==> src/rtl/segment_register_file.sv <==
// Segment register bank with one-shot override prefix tracking, registered
// physical-address generation and the post-SS-write interrupt inhibit.

module segment_reg #(
    parameter int               WIDTH   = 16,
    parameter logic [WIDTH-1:0] RST_VAL = '0
) (
    input  logic             clk,
    input  logic             rst_n,
    input  logic             we,
    input  logic [WIDTH-1:0] d,
    output logic [WIDTH-1:0] q
);
    always_ff @(posedge clk or negedge rst_n) begin
        if (!rst_n)  q <= RST_VAL;
        else if (we) q <= d;
    end
endmodule

module segment_register_file #(
    parameter int                          WIDTH        = 16,
    parameter int                          NUM_SEG      = 4,
    parameter int                          SEL_W        = 2,
    parameter logic [NUM_SEG*WIDTH-1:0]    RESET_VALUES = {16'h0000, 16'h0000, 16'hFFFF, 16'h0000},
    parameter int                          SS_INDEX     = 2,
    localparam int                         ADDR_W       = WIDTH + 4
) (
    input  logic              clk,
    input  logic              rst_n,
    input  logic              wr_en,
    input  logic [SEL_W-1:0]  wr_sel,
    input  logic [WIDTH-1:0]  wr_data,
    input  logic [SEL_W-1:0]  rd_sel_a,
    output logic [WIDTH-1:0]  rd_data_a,
    input  logic [SEL_W-1:0]  rd_sel_b,
    output logic [WIDTH-1:0]  rd_data_b,
    input  logic              ovr_set,
    input  logic [SEL_W-1:0]  ovr_sel,
    input  logic              instr_done,
    output logic              ovr_active,
    output logic [SEL_W-1:0]  ovr_seg,
    input  logic              ag_valid,
    input  logic [SEL_W-1:0]  ag_def_sel,
    input  logic [WIDTH-1:0]  ag_offset,
    output logic              pa_valid,
    output logic [ADDR_W-1:0] pa,
    output logic [SEL_W-1:0]  pa_seg_sel,
    output logic              int_inhibit
);
    typedef enum logic {IDLE, ARMED} ovr_state_t;

    logic [NUM_SEG-1:0][WIDTH-1:0] seg;
    ovr_state_t                    state_q, state_d;
    logic [SEL_W-1:0]              ovr_seg_d;
    logic [SEL_W-1:0]              eff_sel;
    logic [WIDTH-1:0]              eff_seg;
    logic                          ss_wr;

    for (genvar g = 0; g < NUM_SEG; g++) begin : g_seg
        segment_reg #(
            .WIDTH   (WIDTH),
            .RST_VAL (RESET_VALUES[g*WIDTH +: WIDTH])
        ) u_reg (
            .clk   (clk),
            .rst_n (rst_n),
            .we    (wr_en && (wr_sel == SEL_W'(g))),
            .d     (wr_data),
            .q     (seg[g])
        );
    end

    // Select-by-compare keeps out-of-range selects at 0 without wide indexing.
    function automatic logic [WIDTH-1:0] seg_rd(input logic [SEL_W-1:0] sel);
        logic [WIDTH-1:0] r;
        r = '0;
        for (int i = 0; i < NUM_SEG; i++)
            if (sel == SEL_W'(i)) r = seg[i];
        return r;
    endfunction

    assign rd_data_a = seg_rd(rd_sel_a);
    assign rd_data_b = seg_rd(rd_sel_b);

    always_ff @(posedge clk or negedge rst_n) begin
        if (!rst_n) begin
            state_q <= IDLE;
            ovr_seg <= '0;
        end else begin
            state_q <= state_d;
            ovr_seg <= ovr_seg_d;
        end
    end

    // A new prefix beats retirement: it belongs to the next instruction.
    always_comb begin
        state_d   = state_q;
        ovr_seg_d = ovr_seg;
        if (ovr_set) begin
            state_d   = ARMED;
            ovr_seg_d = ovr_sel;
        end else if (instr_done && state_q == ARMED) begin
            state_d   = IDLE;
        end
    end

    assign ovr_active = (state_q == ARMED);
    assign eff_sel    = ovr_active ? ovr_seg : ag_def_sel;
    assign eff_seg    = seg_rd(eff_sel);

    always_ff @(posedge clk or negedge rst_n) begin
        if (!rst_n) begin
            pa_valid   <= 1'b0;
            pa         <= '0;
            pa_seg_sel <= '0;
        end else begin
            pa_valid <= ag_valid;
            if (ag_valid) begin
                pa         <= {eff_seg, 4'b0000} + {4'b0000, ag_offset};
                pa_seg_sel <= eff_sel;
            end
        end
    end

    assign ss_wr = wr_en && (wr_sel == SEL_W'(SS_INDEX));

    always_ff @(posedge clk or negedge rst_n) begin
        if (!rst_n)          int_inhibit <= 1'b0;
        else if (ss_wr)      int_inhibit <= 1'b1;
        else if (instr_done) int_inhibit <= 1'b0;
    end
endmodule

==> config.mk <==
export PLATFORM = sky130hd
export DESIGN_NAME = segment_register_file
export DESIGN_NICKNAME = d
export VERILOG_FILES = /design/src/rtl/segment_register_file.sv
export SDC_FILE = /design/constraint.sdc
export NUM_CORES = 1
export LEC_CHECK = 0
export ABC_CLOCK_PERIOD_IN_PS = 4200
export CORE_MARGIN = 3
export CORE_UTILIZATION = 52
export DETAILED_ROUTE_END_ITERATION = 6
export GPL_ROUTABILITY_DRIVEN = 0
export PLACE_DENSITY = 0.92
export SLEW_MARGIN = 20
export SYNTH_ARGS = -nofsm -noshare
export SYNTH_HDL_FRONTEND = slang
export SYNTH_SLANG_ARGS = --single-unit
==> constraint.sdc <==
create_clock -name clk -period 4.2 [get_ports clk]
set_input_delay 0.84 -clock clk [delete_from_list [all_inputs] [get_ports clk]]
set_output_delay 0.84 -clock clk [all_outputs]
set_load 0.01 [all_outputs]
==> impl_metrics.env <==
export IMPL_outcome="finished, final reports clean"
export IMPL_cp_arrival_ps=4100
export IMPL_p_total_w=0.00327
export IMPL_syn_area_um2=5190
export IMPL_dp_cells=582
export IMPL_crit_family="multiplexers"
export IMPL_antenna_cells=0
export IMPL_firstDrtPassIters=4
export IMPL_whs_endpoint="pa[12]"
export IMPL_grt_pass1_vias=3959
export IMPL_cp_end_kind="flop"
export IMPL_port_buffers=106
export IMPL_regArea_um2=2300
export IMPL_final_setup_tns_ps=0
export IMPL_cp_slowest_cell="mux4_2"
export IMPL_r2r_cells=10
export IMPL_rr_endpoint="pa[16]"
export IMPL_layout_commonest_cell="clkdlybuf4s50_1"
export IMPL_finalSetupViolations=0
export IMPL_fin_ws_ps=349
export IMPL_postSynthAreaPerCell_um2=14.7
export IMPL_vias=3771
export IMPL_cts_hold_buf=0
export IMPL_routed_wirelength_mm=12.9
export IMPL_postCtsSetupRepairBufs=0
export IMPL_path_class="in2reg"
export IMPL_synthTopCellsByArea="dfrtp_1, mux4_2, mux2_2"
export IMPL_seq_area_frac_synth=0.442
export IMPL_vias_per_cell=6.31
export IMPL_crit_buf_inv=1
export IMPL_ir_drop_v=0.000237
export IMPL_ctsResizeCount=0
export IMPL_antenna_found_initial=0
export IMPL_worstPathRequired_ps=4450
export IMPL_r2r_start="ovr_active"
export IMPL_detail_route_iter0_violations=241
export IMPL_hold_viol_final=0
export IMPL_rsz0062_at_grt="false"
export IMPL_ys_types=48
export IMPL_worstMarginPinSlew_ps=1030
export IMPL_cts_tree="yes"
export IMPL_dieArea_um2=11200
export IMPL_post_route_min_period_ps=3850
export IMPL_rows=35
export IMPL_start_kind="input port"
export IMPL_clockRootBuffer="clkbuf_8"
export IMPL_synth_nets=415
export IMPL_path_clk_slew_ps=90
export IMPL_routedWlPerCell_um=21.6
export IMPL_ctsHtreeMaxLevel=3
export IMPL_num_nets_final=526
export IMPL_cts_sinks=91
export IMPL_die_height_um=106
export IMPL_synth_edff_count=0
export IMPL_clock_skew_ps=9.11
export IMPL_ant_nets=0
export IMPL_synth_top_cell_area_share=0.361
export IMPL_r2r_setup_slack_ps=690
export IMPL_drv_cap=0
export IMPL_clockBufferDepth=2
export IMPL_cts_buffers_inserted=9
export IMPL_period_share=0.917
export IMPL_multi_input_area_um2=2810
export IMPL_area_growth_pct=28.3
export IMPL_dp_slack_ps=-22.9
export IMPL_hpwl_mm=9.13
export IMPL_clk_latency_ps=360
export IMPL_instances_no_fill=598
export IMPL_synth_seq_cells=91
export IMPL_boundaryPins=107
export IMPL_leakagePower_nw=2.64
export IMPL_die_w_um=106
export IMPL_grt_max_degree=92
export IMPL_gr_usage_all_layers=0.236
export IMPL_min_from="pa[12]"
export IMPL_final_cell_mix="clkdlybuf4s50_1, mux2_2, dfrtp_1"
export IMPL_grt_remaining_overflow=0
export IMPL_ys_warn_count=0
export IMPL_slew_violations=0
export IMPL_hold_path_class="reg2reg"
export IMPL_holdPathStages=1
export IMPL_final_util=0.704
export IMPL_fmax_mhz=260
export IMPL_synth_top_area_cell="dfrtp_1"
export IMPL_fill_cells=651
export IMPL_slew_limit_headroom=0.314
export IMPL_synth_main_ff_cell="dfrtp_1"
export IMPL_cp_max_fo=4
export IMPL_core_um2=9460
export IMPL_async_flop_share=1.00
export IMPL_crit_path_max_incr_delay_ps=550
export IMPL_drive_above_1_share=0.373
export IMPL_start_util=0.549
export IMPL_drc=0
export IMPL_power_density_nw_per_um2=490
export IMPL_syn_instance_count=353
export IMPL_crit_chain="clkdlybuf4s50_1 > mux2i_4 > mux4_2 > ha_1 > fa_1 > a211oi_1 > o21ai_0 > nand4_1 > a31oi_1 > xor2_1 > mux2_2"
export IMPL_grt_pass1_wl_mm=20.6
worst reg2reg max path: cells and delay by family, from the launching register on:
family | cells | cell delay (ps)
mux | 3 | 1180
compound gates | 3 | 720
fa+ha+maj | 2 | 670
flops | 1 | 490
simple gates | 1 | 190
xor+xnor | 1 | 170
power by group:
group	switching (W)	internal, W
Combinational	0.000539	0.000787
Sequential	0.000168	0.00110
Clock	0.000320	0.000355
Total	0.00103	0.00224
per-stage QoR:
step	hold slack, ps	area, µm²
after floorplan	509	5190
after global placement	488	6440
after detailed placement	497	6440
after CTS	517	6670
after global routing	529	6660
final	513	6660
cells in the mapped netlist (2+ instances only):
| cell | instances |
|---|---|
| a211oi_1 | 3 |
| a21o_1 | 5 |
| a21oi_1 | 9 |
| a31oi_1 | 4 |
| buf_1 | 5 |
| clkbuf_1 | 12 |
| dfrtp_1 | 75 |
| dfstp_2 | 16 |
| ha_1 | 13 |
| inv_1 | 4 |
| mux2_2 | 79 |
| mux2i_1 | 3 |
| mux4_1 | 2 |
| mux4_2 | 46 |
| nand2_1 | 8 |
| nand3_1 | 3 |
| nand3b_1 | 5 |
| nor2_1 | 9 |
| nor2b_1 | 4 |
| nor3_1 | 3 |
| o21a_1 | 2 |
| o21ai_0 | 9 |
| o22ai_1 | 2 |
| xnor2_1 | 6 |
| xor2_1 | 3 |
flip-flops by register name, summed over array words and instances, names as in the netlist:
| name | flops |
|---|---|
| g_seg.u_reg.q | 64 |
| pa | 20 |
| ovr_seg | 2 |
| pa_seg_sel | 2 |
| int_inhibit | 1 |
| ovr_active | 1 |
| pa_valid | 1 |
worst max-delay path by stage:
stage | startpoint | slack, ps | cells past startpoint | endpoint
after floorplan | ag_def_sel[0] | 310 | 11 | pa[16]
after global placement | ag_def_sel[0] | 90 | 11 | pa[16]
after detailed placement | ag_def_sel[0] | -20 | 11 | pa[16]
after CTS | ag_def_sel[0] | 340 | 11 | pa[16]
after global routing | ag_def_sel[0] | 180 | 11 | pa[16]
final | ag_def_sel[0] | 350 | 11 | pa[16]
area by class of cell:
| type | instances | area share |
|---|---|---|
| clock inverter | 5 | 0.0128 |
| clock buffer | 11 | 0.0212 |
| inverter | 5 | 0.00282 |
| sequential | 91 | 0.345 |
| multi-input combinational | 239 | 0.422 |
| tap | 129 | 0.0242 |
| timing repair buffer | 118 | 0.172 |
kinds of logic after synthesis:
kind of cell,Yosys count,synth area share
adder cells (fa/ha/maj),14,0.0352
XOR/XNOR,9,0.0152
flip-flops,91,0.442
AO/OA/AOI/OAI,43,0.0537
AND/OR/NAND/NOR,41,0.0429
buffers and inverters,23,0.0169
multiplexers,132,0.394
layer usage:
metal | vias to the layer above | part of all wire | GRT usage | wire length [µm]
li1 | 1612 | - | - | -
met1 | 1949 | 0.40 | 0.306 | 5150
met2 | 185 | 0.51 | 0.395 | 6600
met3 | 25 | 0.068 | 0.0401 | 882
met4 | 0 | 0.021 | 0.103 | 271
met5 | - | 0 | 0 | 0
(Power assumes the default switching activity.)
